--- src/rtl/pc_stack_unit.sv ---
// Instruction-address register with sequential/branch candidate registers and
// a circular return-address stack that overwrites its oldest entry when full.
module pc_stack_unit #(
  parameter int unsigned          WORD_SIZE  = 16,
  parameter int unsigned          RAS_DEPTH  = 4,
  parameter logic [WORD_SIZE-1:0] RESET_ADDR = '0
) (
  input  logic                         clk,
  input  logic                         reset,
  input  logic [WORD_SIZE-1:0]         next_target,
  input  logic                         cand_write,
  input  logic                         pvs_write,
  input  logic [2:0]                   pc_source,
  input  logic                         clear_err,
  output logic [WORD_SIZE-1:0]         inst_addr,
  output logic [WORD_SIZE-1:0]         next_seq_addr,
  output logic [$clog2(RAS_DEPTH):0]   ras_count,
  output logic                         ras_empty,
  output logic                         ras_full,
  output logic                         ras_overflow,
  output logic                         ras_underflow,
  output logic                         busy
);

  localparam int unsigned PTR_W = $clog2(RAS_DEPTH);
  localparam int unsigned CNT_W = PTR_W + 1;

  localparam logic [2:0] SRC_SEQ    = 3'd0;
  localparam logic [2:0] SRC_OFFSET = 3'd1;
  localparam logic [2:0] SRC_JUMP   = 3'd2;
  localparam logic [2:0] SRC_CALL   = 3'd3;
  localparam logic [2:0] SRC_RET    = 3'd4;

  typedef enum logic {
    ST_START = 1'b0,
    ST_RUN   = 1'b1
  } phase_t;

  phase_t                 phase;
  logic [WORD_SIZE-1:0]   branch_addr;
  logic [PTR_W-1:0]       sp;
  logic [WORD_SIZE-1:0]   ras_mem [RAS_DEPTH];

  logic                   do_pvs;
  logic                   do_cand;
  logic                   do_clear;
  logic                   is_call;
  logic                   is_ret;
  logic                   stack_full;
  logic                   stack_empty;
  logic                   set_ovf;
  logic                   set_unf;
  logic [CNT_W-1:0]       cnt_next;
  logic [PTR_W-1:0]       top_idx;

  // Decode of the current edge's action; writes are gated during startup.
  always_comb begin
    do_pvs      = 1'b0;
    do_cand     = 1'b0;
    do_clear    = 1'b0;
    is_call     = 1'b0;
    is_ret      = 1'b0;
    set_ovf     = 1'b0;
    set_unf     = 1'b0;
    stack_full  = (ras_count == CNT_W'(RAS_DEPTH));
    stack_empty = (ras_count == '0);
    top_idx     = sp - PTR_W'(1);
    cnt_next    = ras_count;

    if (phase == ST_RUN) begin
      do_pvs   = pvs_write;
      do_cand  = cand_write & ~pvs_write;
      do_clear = clear_err;
    end

    is_call = do_pvs && (pc_source == SRC_CALL);
    is_ret  = do_pvs && (pc_source == SRC_RET);
    set_ovf = is_call & stack_full;
    set_unf = is_ret & stack_empty;

    if (is_call && !stack_full) begin
      cnt_next = ras_count + CNT_W'(1);
    end else if (is_ret && !stack_empty) begin
      cnt_next = ras_count - CNT_W'(1);
    end
  end

  // All architectural state, including the startup phase tracker.
  always_ff @(posedge clk) begin
    if (reset) begin
      phase         <= ST_START;
      inst_addr     <= RESET_ADDR;
      next_seq_addr <= RESET_ADDR;
      branch_addr   <= '0;
      sp            <= '0;
      ras_count     <= '0;
      ras_empty     <= 1'b1;
      ras_full      <= 1'b0;
      ras_overflow  <= 1'b0;
      ras_underflow <= 1'b0;
      busy          <= 1'b0;
    end else begin
      phase         <= ST_RUN;
      busy          <= (phase == ST_START);
      ras_count     <= cnt_next;
      ras_empty     <= (cnt_next == '0);
      ras_full      <= (cnt_next == CNT_W'(RAS_DEPTH));
      ras_overflow  <= set_ovf | (ras_overflow & ~do_clear);
      ras_underflow <= set_unf | (ras_underflow & ~do_clear);

      if (do_cand) begin
        case (pc_source)
          SRC_SEQ:    next_seq_addr <= next_target;
          SRC_OFFSET: branch_addr   <= next_target;
          default:    ;
        endcase
      end

      if (do_pvs) begin
        case (pc_source)
          SRC_SEQ:    inst_addr <= next_seq_addr;
          SRC_OFFSET: inst_addr <= branch_addr;
          SRC_JUMP:   inst_addr <= next_target;
          SRC_CALL: begin
            // When full, sp already points at the oldest slot, so it is overwritten.
            inst_addr   <= next_target;
            ras_mem[sp] <= next_seq_addr;
            sp          <= sp + PTR_W'(1);
          end
          SRC_RET: begin
            if (!stack_empty) begin
              inst_addr <= ras_mem[top_idx];
              sp        <= top_idx;
            end else begin
              inst_addr <= next_seq_addr;
            end
          end
          default: ;
        endcase
      end
    end
  end

endmodule

--- config.mk ---
export PLATFORM = sky130hd
export DESIGN_NAME = pc_stack_unit
export DESIGN_NICKNAME = d
export VERILOG_FILES = /design/src/rtl/pc_stack_unit.sv
export SDC_FILE = /design/constraint.sdc
export NUM_CORES = 1
export LEC_CHECK = 0
export ABC_AREA = 1
export BUFFER_PORTS_ARGS = -buffer_cell sky130_fd_sc_hd__buf_2
export CORE_MARGIN = 2
export CORE_UTILIZATION = 30
export CTS_BUF_LIST = sky130_fd_sc_hd__clkbuf_8
export CTS_CLUSTER_DIAMETER = 30
export DETAILED_ROUTE_END_ITERATION = 8
export PLACE_DENSITY = 0.56
export SLEW_MARGIN = 10
export SYNTH_ARGS = -nofsm -noshare
export SYNTH_HDL_FRONTEND = slang
export SYNTH_SLANG_ARGS = --single-unit
--- constraint.sdc ---
create_clock -name clk -period 2.4 [get_ports clk]
set_input_delay 0.48 -clock clk [delete_from_list [all_inputs] [get_ports clk]]
set_output_delay 0.48 -clock clk [all_outputs]
set_load 0.02 [all_outputs]
After elaboration in Yosys (flattened, before gate mapping)
Memory sizes are Yosys's and may differ from the RTL's.
Index checks and enable logic that the tools add are counted.
{ "word_totals": {"register_bits": 59, "latch_bits": 0, "mem_bits_rw": 64, "mem_bits_ro": 0, "inputBits": 24, "out_inout_bits": 40, "wordCells": 63, "n_memories": 1} }
{ "op_classes": {"addsub": 4, "multipliers": 0, "div_mod_pow": 0, "n_lt_le_gt_ge": 0, "n_eq_ne": 7, "shifts": 0, "muxes": 14, "bitwise_logic": 10, "n_reduce_logical": 16} }
{ "memory_table": {"columns": ["name", "depth", "word_bits", "rd", "rd_clocked_by_memory_dff", "write_ports", "line", "text"], "rows": [
  ["ras_mem", 4, 16, 1, 0, 1, "42", "logic [WORD_SIZE-1:0] ras_mem [RAS_DEPTH];"]
]} }
{ "ops": {"columns": ["operator", "count"], "rows": [
  ["case mux 16 bit (4 select lines)", 1],
  ["two-way mux 16 bit", 1],
  ["equality test 3 bit, second input constant", 3],
  ["logical NOT 3 bit", 3],
  ["two-way mux 1 bit", 8],
  ["equality test 3 x 2 -> 1 bit, second input constant", 2],
  ["two-way mux 3 bit", 2],
  ["AND reduction 2 bit", 3],
  ["bitwise AND 1 bit", 5],
  ["logical AND 1 bit", 4],
  ["case mux 2 bit (2 select lines)", 1],
  ["nonzero test 4 bit", 1],
  ["adder 3 x 1 -> 3 bit, second input constant", 1],
  ["equality test 3 x 1 -> 1 bit, second input constant", 1],
  ["inverter 1 bit", 3],
  ["AND reduction 3 bit", 1],
  ["subtractor 3 x 1 -> 3 bit, second input constant", 1],
  ["adder 2 x 1 -> 2 bit, second input constant", 1],
  ["logical NOT 1 bit", 2],
  ["two-way mux 2 bit", 1],
  ["!= test 2 bit, second input constant", 1],
  ["OR 1 bit", 2],
  ["nonzero test 2 bit", 1],
  ["OR reduction 2 bit", 1],
  ["subtractor 2 x 1 -> 2 bit, second input constant", 1]
]} }

Logic depth before layout (Yosys ltp)
Gate-level depths: netlist of the first run.
{ "depth": {"depth_word": 6, "ltp_mapped": 14, "ltp_nobuf": 10} }

Worst setup path after synthesis of the first run
OpenSTA, ideal clock, no wires.
{ "synth_path": {"path_type": "flip-flop to flip-flop", "from": "reg sp[0]", "to": "mem ras_mem[0][0] (enable)", "setup_ns": 0.389, "arrival_ns": 1.754, "required_ns": 2.011, "path_slack_ns": 0.258, "stages_incl_launch_ff": 7, "path_cell_list": "dfxtp_1 -> clkbuf_1 -> inv_1 -> clkbuf_1 -> ha_1 -> inv_1 -> nor2_1"} }
{ "synth_rtl": {"columns": ["element", "line", "text"], "rows": [
  ["from (decl)", "41", "logic [PTR_W-1:0] sp;"],
  ["from (signal assigned)", "128", "sp <= sp + PTR_W'(1);"],
  ["from (signal assigned)", "133", "sp <= top_idx;"],
  ["to (decl)", "42", null]
]} }
No word-level cell before the write port.

Worst setup path in the final report of the first run
{ "layout_path": {"from": "reg sp[1]", "to": "reg inst_addr[11]"} }
{ "layout_via": {"elab_chain_len": 4} }
{ "layout_lines": {"columns": ["element", "line", "text"], "rows": [
  ["subtractor 2 x 1 -> 2 bit", "67", "top_idx = sp - PTR_W'(1);"],
  ["memory (4 x 16 bit)", null, null],
  ["two-way mux 16 bit", "131", "if (!stack_empty) begin"],
  ["case mux 16 bit (4 select lines)", "120", "case (pc_source)"],
  ["to (signal assigned)", "121", "SRC_SEQ: inst_addr <= next_seq_addr;"],
  ["to (signal assigned)", "122", "SRC_OFFSET: inst_addr <= branch_addr;"],
  ["to (signal assigned)", "132", "inst_addr <= ras_mem[top_idx];"],
  ["to (decl)", "15", "output logic [WORD_SIZE-1:0] inst_addr,"]
]} }
Every way passes these cells.
A chain may end at the register's enable or synchronous reset.

==> impl_metrics.env, run 1 <==
export IMPL_status="completed"
export IMPL_ys_types=26
export IMPL_setup_violations=0
export IMPL_htreeDepth=4
export IMPL_dp_slack_ns=0.5085
export IMPL_crit_end="inst_addr[11]"
export IMPL_grt_overflow=0
export IMPL_r2r_end="inst_addr[11]"
export IMPL_hold_viol=0
export IMPL_track_usage_pct=14.83
export IMPL_cpMostUsedCell="nand2_1"
export IMPL_die_area_um2=19180
export IMPL_grt_setup_unrepaired="false"
export IMPL_rrSetupSlack_ns=0.56
export IMPL_crit_path_end_kind="register"
export IMPL_clockBufferDepth=2
export IMPL_avgViaCountPerCell=4.558
export IMPL_multi_input_area_um2=1879
export IMPL_dpl_cell_count=919
export IMPL_critical_path_top_delay_family="adder cells"
export IMPL_start_kind="register"
export IMPL_path_depth=11
export IMPL_drc=0
export IMPL_finalInstanceArea_um2=6419
export IMPL_coreArea_um2=17840
export IMPL_async_flop_share_pct=0
export IMPL_syn_area_um2=5428
export IMPL_irDropWorstVdd_uv=305.4
export IMPL_cp_arrival_ns=2.21
export IMPL_grt_pass1_vias=4175
export IMPL_cap_violations=0
export IMPL_first_pass_iters=5
export IMPL_num_vias=4335
export IMPL_placed_area_um2=6042
export IMPL_place_gp_congestion=0.7906
export IMPL_seqCellArea_um2=3103
export IMPL_max_stage_delay_ns=0.47
export IMPL_drv_slew=0
export IMPL_fill_cells=1846
export IMPL_yosys_warnings=0
export IMPL_fin_nets=740
export IMPL_cts_resized=0
export IMPL_io_buffers=63
export IMPL_synthCells=639
export IMPL_cts_sinks=123
export IMPL_drive_above_1_share_pct=16.07
export IMPL_die_y_um=138.5
export IMPL_p_per_area_nw_per_um2=673.0
export IMPL_period_needed_ns=1.843
export IMPL_reg2regPathDepth=11
export IMPL_syn_area_per_cell_um2=8.494
export IMPL_cp_max_fo=16
export IMPL_antenna_found_initial=0
export IMPL_drt_iter0_drc=293
export IMPL_initial_core_util_pct=30.42
export IMPL_r2r_start="sp[1]"
export IMPL_crit_path_top_delay_cell="ha_1"
export IMPL_fp_dieW_um=138.5
export IMPL_timing_final_ws_setup_ns=0.5573
export IMPL_ys_ff_latch=123
export IMPL_fmax_ghz=0.5427
export IMPL_synth_flop_cell="edfxtp_1"
export IMPL_syn_nets=670
export IMPL_crit_type="reg -> reg"
export IMPL_wire_per_inst_um=14.44
export IMPL_grt_pass1_wl_um=22600
export IMPL_final_cells=951
export IMPL_io_pins=64
export IMPL_dp_hpwl_um=9329
export IMPL_path_clk_slew_ns=0.07
export IMPL_crit_start="sp[1]"
export IMPL_synth_edf_count=64
export IMPL_cts_hold_buf=0
export IMPL_grt_max_degree=53
export IMPL_slew_headroom_pct=65.29
export IMPL_cp_num_buf_inv=3
export IMPL_floorplan_rows=49
export IMPL_insertion_delay_ns=0.44
export IMPL_tns_ns=0
export IMPL_skew_ns=0.01137
export IMPL_crit_required_ns=2.77
export IMPL_tightestPinTransition_ns=0.5207
export IMPL_ys_seq_area_share_pct=57.17
export IMPL_wirelength_um=13730
export IMPL_root_buffer="clkbuf_8"
export IMPL_hold_path_class="in -> reg"
export IMPL_final_util_pct=35.98
export IMPL_cp_cell_sequence="inv_1, ha_1, inv_1, buf_4, nor2_1, nand2_1, nand3_1, nand2_1, nand2_1, nand2_1, a21oi_1"
export IMPL_detail_route_antenna_nets=0
export IMPL_diodes=0
export IMPL_post_route_period_util_pct=76.78
export IMPL_power_leakage_uw=0.002604
export IMPL_post_cts_buffers=0
export IMPL_cts_inserted_buffers=17
export IMPL_layout_area_overhead_vs_synth_pct=18.26
export IMPL_cts_tree="built"
==> kinds of logic (layout without fill, tap and decap cells) <==
family	after synthesis	after routing	synth area share, %
adders and majority gates	7	7	1.614
and+or+nand+nor	241	241	17.98
AOI/OAI and AO/OA	152	152	14.48
DFF	123	123	57.17
buffers and inverters	113	196	8.276
xor gates and xnor gates	3	3	0.4842
==> flip-flops by register name, indices dropped and copies added (netlist names) <==
name / count
ras_count: 3
next_seq_addr: 16
ras_underflow: 1
ras_empty: 1
branch_addr: 16
sp: 2
ras_full: 1
busy: 1
inst_addr: 16
ras_overflow: 1
phase: 1
ras_mem: 64
==> worst reg2reg max path, delay by kind of cell (launching register included) <==
family / cells / cell delay [ns]
and+or+nand+nor: 6 / 0.47
adders and majority gates: 1 / 0.47
DFF: 1 / 0.37
AOI/OAI and AO/OA: 1 / 0.11
buffers and inverters: 3 / 0.35
==> metrics by stage <==
stage	hold WS, ns	total power (µW)
2_1_floorplan	0.4262	2473
3_3_place_gp	0.4516	2582
3_5_place_dp	0.4449	2582
4_1_cts	0.2753	4364
5_1_grt	0.2917	4498
6_report	0.3052	4320
==> cell type report <==
class                      instances  share of cell area (%)
tap                              229                   4.464
multi-input combinational        403                   29.28
sequential                       123                   48.34
clock inverter                    15                   2.222
clock buffer                      17                   3.645
inverter                          80                   4.678
timing repair buffer              84                   7.368
==> per-layer routing <==
| layer | vias up | global-route usage, % | share of wire (%) |
|---|---|---|---|
| li1 | 2234 | - | - |
| met1 | 1984 | 21.10 | 50 |
| met2 | 92 | 21.55 | 44 |
| met3 | 25 | 4.503 | 4.4 |
| met4 | 0 | 4.834 | 2.1 |
| met5 | - | 0 | 0 |
==> synth_stat cells, drive strengths merged, types with 7 or more instances <==
| master | instances | share of area (%) |
|---|---|---|
| o22ai | 16 | 1.8 |
| ha | 7 | 1.6 |
| edfxtp | 64 | 35 |
| o21ai | 51 | 4.7 |
| a21oi | 83 | 7.7 |
| inv | 78 | 5.4 |
| dfxtp | 59 | 22 |
| nand3 | 24 | 2.2 |
| buf | 13 | 1.4 |
| nor2 | 92 | 6.4 |
| nand2 | 120 | 8.4 |
| clkbuf | 20 | 1.4 |
==> cell usage in the layout (no fill, tap or decap) <==
cell	instances
and3_1	1
a211oi_1	1
nor2_1	91
nand3_1	24
o22ai_1	16
edfxtp_1	64
clkinv_2	3
nor2_2	1
bufinv_16	3
inv_1	82
buf_4	21
clkbuf_8	17
nand2_2	2
a21oi_1	83
inv_2	1
nor3_2	2
nand4_1	1
dfxtp_1	59
clkinvlp_4	1
clkinv_1	5
o21bai_1	1
o21ai_2	1
xor2_1	3
ha_1	7
buf_2	63
o21ai_0	50
nand2_1	118
nand3b_4	1
==> where the power goes <==
group | internal [µW] | switching (µW) | total (µW) | leakage (µW)
sequential | 2220 | 20.0 | 2240 | 0.00107
combinational | 96.6 | 197 | 293 | 0.00132
clock | 989 | 797 | 1790 | 0.000208
==> worst min path at each step <==
stage	from	end	slack [ns]	cells past startpoint
2_1_floorplan	phase	busy	0.43	1
3_3_place_gp	phase	busy	0.45	1
3_5_place_dp	phase	busy	0.44	1
4_1_cts	next_target[12]	branch_addr[12]	0.28	3
5_1_grt	next_target[6]	branch_addr[6]	0.29	3
6_report	next_target[5]	branch_addr[5]	0.31	3
Note: power is estimated with default switching activity, not from simulation.
==> run 2, diff against run 1 <==
==> constraint.sdc (replaced) <==
create_clock -name clk -period 1.7 [get_ports clk]
set_input_delay 0.34 -clock clk [delete_from_list [all_inputs] [get_ports clk]]
set_output_delay 0.34 -clock clk [all_outputs]
set_load 0.02 [all_outputs]
==> run 2 against run 1 <==
Non-clock buffer count is 11 higher. Clock skew is 0.00062 ns lower. Hold slack worse by 0.12 ns. Sequential power is 41% higher. Combinational power is 55% higher. Sequential cell count stayed put. Cell count is 1.1% higher. Die area stayed put. Setup slack worse by 0.42 ns. Critical path type is now reg -> out. Largest cell class unchanged.
==> impl_metrics.env, run 2 (synthesized netlist as in run 1, its figures left out) <==
export IMPL_hold_viol=0
export IMPL_p_int_uw=4843
export IMPL_crit_path_end_kind="output port"
export IMPL_drt_iter0_drc=359
export IMPL_num_vias=4445
export IMPL_max_stage_delay_ns=0.55
export IMPL_drive_above_1_share_pct=19.54
export IMPL_wirelength_um=14140
export IMPL_root_buffer="clkbuf_8"
export IMPL_p_seq_share_pct=50.5
export IMPL_cts_tree="built"
export IMPL_antenna_found_initial=0
export IMPL_power_leakage_uw=0.002704
export IMPL_fp_dieW_um=138.5
export IMPL_p_clk_share_pct=42.3
export IMPL_irDropWorstVdd_uv=449.8
export IMPL_die_area_um2=19180
export IMPL_io_buffers=63
export IMPL_clockBufferDepth=2
export IMPL_switching_power_uw=1421
export IMPL_final_cells=961
export IMPL_initial_core_util_pct=30.42
export IMPL_wire_per_inst_um=14.72
export IMPL_grt_setup_unrepaired="false"
export IMPL_hold_path_startpoint="next_target[13]"
export IMPL_grt_overflow=0
export IMPL_place_gp_congestion=0.8347
export IMPL_htreeDepth=4
export IMPL_floorplan_rows=49
export IMPL_min_path_cells=3
export IMPL_first_pass_iters=5
export IMPL_period_needed_ns=1.564
export IMPL_grt_max_degree=53
export IMPL_reg2regPathDepth=10
export IMPL_crit_required_ns=1.36
export IMPL_post_cts_buffers=0
export IMPL_crit_type="reg -> out"
export IMPL_avgViaCountPerCell=4.625
export IMPL_track_usage_pct=14.97
export IMPL_grt_pass1_vias=4211
export IMPL_top_register="ras_mem"
export IMPL_status="completed"
export IMPL_cp_cell_sequence="buf_2"
export IMPL_drc=0
export IMPL_crit_path_top_delay_cell="dfxtp_1"
export IMPL_final_util_pct=37.27
export IMPL_power_frac_comb_pct=7.2
export IMPL_die_y_um=138.5
export IMPL_layout_area_overhead_vs_synth_pct=22.52
export IMPL_final_cell_mix="116 x nand2_1, 87 x nor2_1, 83 x a21oi_1"
export IMPL_cts_hold_buf=0
export IMPL_fin_hold_ws_ns=0.1852
export IMPL_dpl_cell_count=930
export IMPL_largest_reg_flops=64
export IMPL_mostFrequentLayoutCell="nand2_1"
export IMPL_finalInstanceArea_um2=6650
export IMPL_io_pins=64
export IMPL_slew_headroom_pct=74.47
export IMPL_insertion_delay_ns=0.43
export IMPL_fmax_ghz=0.6393
export IMPL_r2r_end="ras_empty"
export IMPL_cap_violations=0
export IMPL_critical_path_top_delay_family="flip-flops"
export IMPL_start_kind="register"
export IMPL_tightestPinTransition_ns=0.3825
export IMPL_min_to="branch_addr[13]"
export IMPL_cts_sinks=123
export IMPL_dp_hpwl_um=9459
export IMPL_cp_arrival_ns=1.22
export IMPL_tns_ns=0
export IMPL_p_per_area_nw_per_um2=942.0
export IMPL_post_route_period_util_pct=92.01
export IMPL_fin_nets=751
export IMPL_diodes=0
export IMPL_skew_ns=0.01075
export IMPL_drv_slew=0
export IMPL_rrSetupSlack_ns=0.16
export IMPL_grt_pass1_wl_um=22700
export IMPL_placed_area_um2=6233
export IMPL_cp_max_fo=6
export IMPL_r2r_start="ras_count[1]"
export IMPL_setup_violations=0
export IMPL_path_clk_slew_ns=0.07
export IMPL_cts_inserted_buffers=17
export IMPL_hold_path_class="in -> reg"
export IMPL_cp_num_buf_inv=1
export IMPL_coreArea_um2=17840
export IMPL_swShare_pct=22.69
export IMPL_detail_route_antenna_nets=0
run 2: worst max-delay path by stage:
| stage | startpoint | end | slack (ns) | cells after the start |
|---|---|---|---|---|
| floorplan | pc_source[0] | ras_mem[1][0] | -0.12 | 4 |
| global placement | pc_source[0] | ras_mem[3][7] | 0.02 | 6 |
| detailed placement | pc_source[0] | ras_mem[3][7] | -0.03 | 6 |
| CTS | ras_count[1] | ras_empty | 0.10 | 10 |
| global route | phase | ras_mem[3][7] | 0.004 | 5 |
| finish | next_seq_addr[13] | next_seq_addr[13] | 0.14 | 1 |
run 2: power groups by stage:
stage	Sequential [µW]	Combinational (µW)	Clock, µW
6_report	3160	453	2650
5_1_grt	3160	503	2830
4_1_cts	3160	453	2710
3_5_place_dp	3230	451	0
3_3_place_gp	3230	450	0
2_1_floorplan	3250	249	0
run 2: per-layer routing:
| metal | wire, µm | GRT usage, % | share of wire (%) | up-vias |
|---|---|---|---|---|
| li1 | - | - | - | 2253 |
| met1 | 6904 | 20.84 | 49 | 2087 |
| met2 | 6464 | 23.68 | 46 | 93 |
| met3 | 609 | 3.083 | 4.3 | 12 |
| met4 | 164 | 4.296 | 1.2 | 0 |
| met5 | 0 | 0 | 0 | - |
run 2: area by class of cell:
class,instances,area [µm²]
tap,229,286.5
fill,1840,11190
multi-input combinational,403,1914
timing repair buffer,95,643.1
sequential,123,3107
clock buffer,17,234.0
inverter,80,302.8
clock inverter,14,162.7
run 2: worst min-delay path, stage by stage:
cell and delay, ns:
buf_2 0.11, inv_1 0.07, a21oi_1 0.06
run 2: timing repair:
item                       CTS  global route
resized for setup            0             9
setup endpoints to repair    0            17
hold endpoints to repair     0             0
run 2: through the flow:
| step | total power [µW] | setup WS (ns) |
|---|---|---|
| floorplan | 3502 | -0.1172 |
| global placement | 3677 | 0.02341 |
| detailed placement | 3678 | -0.03038 |
| CTS | 6319 | 0.1016 |
| global route | 6501 | 0.004023 |
| finish | 6265 | 0.1359 |
==> run 3, diff against run 2 <==
--- a/config.mk
+++ b/config.mk
@@ -12,7 +12,9 @@
 export CTS_BUF_LIST = sky130_fd_sc_hd__clkbuf_8
 export CTS_CLUSTER_DIAMETER = 30
 export DETAILED_ROUTE_END_ITERATION = 8
-export PLACE_DENSITY = 0.56
+export GPL_TIMING_DRIVEN = 0
+export PLACE_DENSITY = 0.44
+export REMOVE_ABC_BUFFERS = 1
 export SLEW_MARGIN = 10
 export SYNTH_ARGS = -nofsm -noshare
 export SYNTH_HDL_FRONTEND = slang
==> run 3 against run 2 <==
The flow now finishes with violations (setup timing). Die area unchanged. Count of clock-buffer cells in the layout up 1. Sequential power about the same. Global-route usage up 2.1 points. Sequential cell count unchanged. Core utilization up 1.2 points. Setup slack worse by 0.27 ns. Clock skew down 0.0029 ns. Sequential share of layout area down 1.4 points. Cell area up 3.1%. Critical endpoint is now inst_addr[6]. Largest power group unchanged.
==> impl_metrics.env, run 3 (synthesized netlist as in run 1, its figures left out) <==
export IMPL_drt_iter0_drc=313
export IMPL_hold_viol=0
export IMPL_wire_per_inst_um=16.71
export IMPL_root_buffer="clkbuf_8"
export IMPL_top_register="ras_mem"
export IMPL_p_per_area_nw_per_um2=928.2
export IMPL_initial_core_util_pct=30.42
export IMPL_floorplan_rows=49
export IMPL_cts_sinks=123
export IMPL_coreArea_um2=17840
export IMPL_place_gp_congestion=0.7576
export IMPL_cpMostUsedCell="nand2_1"
export IMPL_layout_area_overhead_vs_synth_pct=26.33
export IMPL_insertion_delay_ns=0.44
export IMPL_max_stage_delay_ns=0.36
export IMPL_avgViaCountPerCell=4.700
export IMPL_timing_final_ws_setup_ns=-0.1356
export IMPL_fmax_ghz=0.5448
export IMPL_die_y_um=138.5
export IMPL_drv_slew=0
export IMPL_io_pins=64
export IMPL_clockBufferDepth=2
export IMPL_num_vias=4503
export IMPL_cts_hold_buf=0
export IMPL_dp_hpwl_um=9526
export IMPL_p_total_uw=6365
export IMPL_fp_dieW_um=138.5
export IMPL_cts_tree="built"
export IMPL_mostFrequentLayoutCell="nand2_1"
export IMPL_wirelength_um=16010
export IMPL_fin_nets=747
export IMPL_cap_violations=0
export IMPL_power_leakage_uw=0.002751
export IMPL_grt_overflow=0
export IMPL_grt_max_degree=38
export IMPL_first_pass_iters=5
export IMPL_drc=0
export IMPL_diodes=0
export IMPL_post_route_period_util_pct=108.0
export IMPL_critical_path_top_delay_family="buffers and inverters"
export IMPL_status="complete, but fails checks"
export IMPL_grt_pass1_wl_um=25010
export IMPL_largest_reg_flops=64
export IMPL_cp_num_buf_inv=4
export IMPL_cp_cell_sequence="buf_12, clkinvlp_4, ha_4, clkinvlp_4, buf_6, nor2_1, nand2_1, nand3_1, nand2_1, nand2_1, nand2_1, a21oi_2"
export IMPL_path_clk_slew_ns=0.07
export IMPL_crit_required_ns=2.07
export IMPL_final_cell_mix="114 x nand2_1, 83 x nor2_1, 81 x a21oi_1"
export IMPL_die_area_um2=19180
export IMPL_final_util_pct=38.43
export IMPL_drive_above_1_share_pct=20.85
export IMPL_crit_path_end_kind="register"
export IMPL_cp_max_fo=10
export IMPL_cts_inserted_buffers=17
export IMPL_crit_path_top_delay_cell="dfxtp_4"
export IMPL_grt_pass1_vias=4349
export IMPL_antenna_found_initial=0
export IMPL_skew_ns=0.007870
export IMPL_irDropWorstVdd_uv=481.3
export IMPL_grt_setup_unrepaired="true"
export IMPL_slew_headroom_pct=63.17
export IMPL_io_buffers=63
export IMPL_tightestPinTransition_ns=0.5507
export IMPL_track_usage_pct=17.05
export IMPL_failed_checks="setup timing"
export IMPL_htreeDepth=4
export IMPL_detail_route_antenna_nets=0
export IMPL_crit_type="reg -> reg"
export IMPL_cp_arrival_ns=2.21
export IMPL_period_needed_ns=1.836
export IMPL_start_kind="register"
export IMPL_hold_path_class="in -> reg"
export IMPL_setup_violations=21
run 3: cell types whose count changed in the layout (fill, tap and decap cells not counted), moves of 3 or more:
cell,change
buf_4,-13
buf_6,+3
buf_8,+4
nand3_1,-3
nor2_1,-4
nor2_4,+5
run 3: area by class of cell:
type	instances	area, µm²
fill	1791	10980
sequential	123	3108
inverter	80	317.8
multi-input combinational	404	2046
tap	229	286.5
timing repair buffer	90	689.4
clock inverter	14	161.4
clock buffer	18	247.7
run 3: repair_timing:
item                                   4_1_cts  5_1_grt
pin swaps                                    8        8
setup endpoints to repair                  122       93
cloned                                       2        0
endpoints found under the hold margin        0        0
setup buffers                               12        6
gates resized for setup                     25       15
run 3: stage by stage:
stage / hold WS, ns / std cells / TNS, ns / setup slack (ns) / area [µm²]
4_1_cts: 0.1405 / 952 / -1.539 / -0.1351 / 6760
3_3_place_gp: 0.4514 / 898 / -249.23 / -3.382 / 5881
6_report: 0.1683 / 958 / -1.392 / -0.1356 / 6857
3_5_place_dp: 0.4514 / 906 / -163.70 / -1.936 / 6062
2_1_floorplan: 0.4067 / 606 / -80.01 / -1.361 / 5279
5_1_grt: 0.1452 / 958 / -4.348 / -0.2688 / 6857
run 3: worst paths after layout:
| kind | startpoint | to | slack (ns) | cells past startpoint |
|---|---|---|---|---|
| min | next_target[9] | branch_addr[9] | 0.17 | 3 |
| max reg2reg | sp[0] | inst_addr[6] | -0.14 | 12 |
| max | sp[0] | inst_addr[6] | -0.14 | 12 |
| min reg2reg | inst_addr[3] | inst_addr[3] | 0.46 | 2 |
run 3: worst min-delay path, stage by stage:
cell     delay [ns]
buf_2          0.10
inv_1          0.06
a21oi_1        0.06
run 3: routing by layer:
metal	wire length, µm	vias to the layer above	GRT usage [%]
met5	0	-	0
met4	320	0	7.197
met3	679	21	4.260
met2	7805	106	27.85
met1	7200	2119	21.58
li1	-	2257	-
run 3: report_power, final:
part	switching, µW	internal [µW]
logic	323	161
registers	23.3	3130
clock network	1130	1590
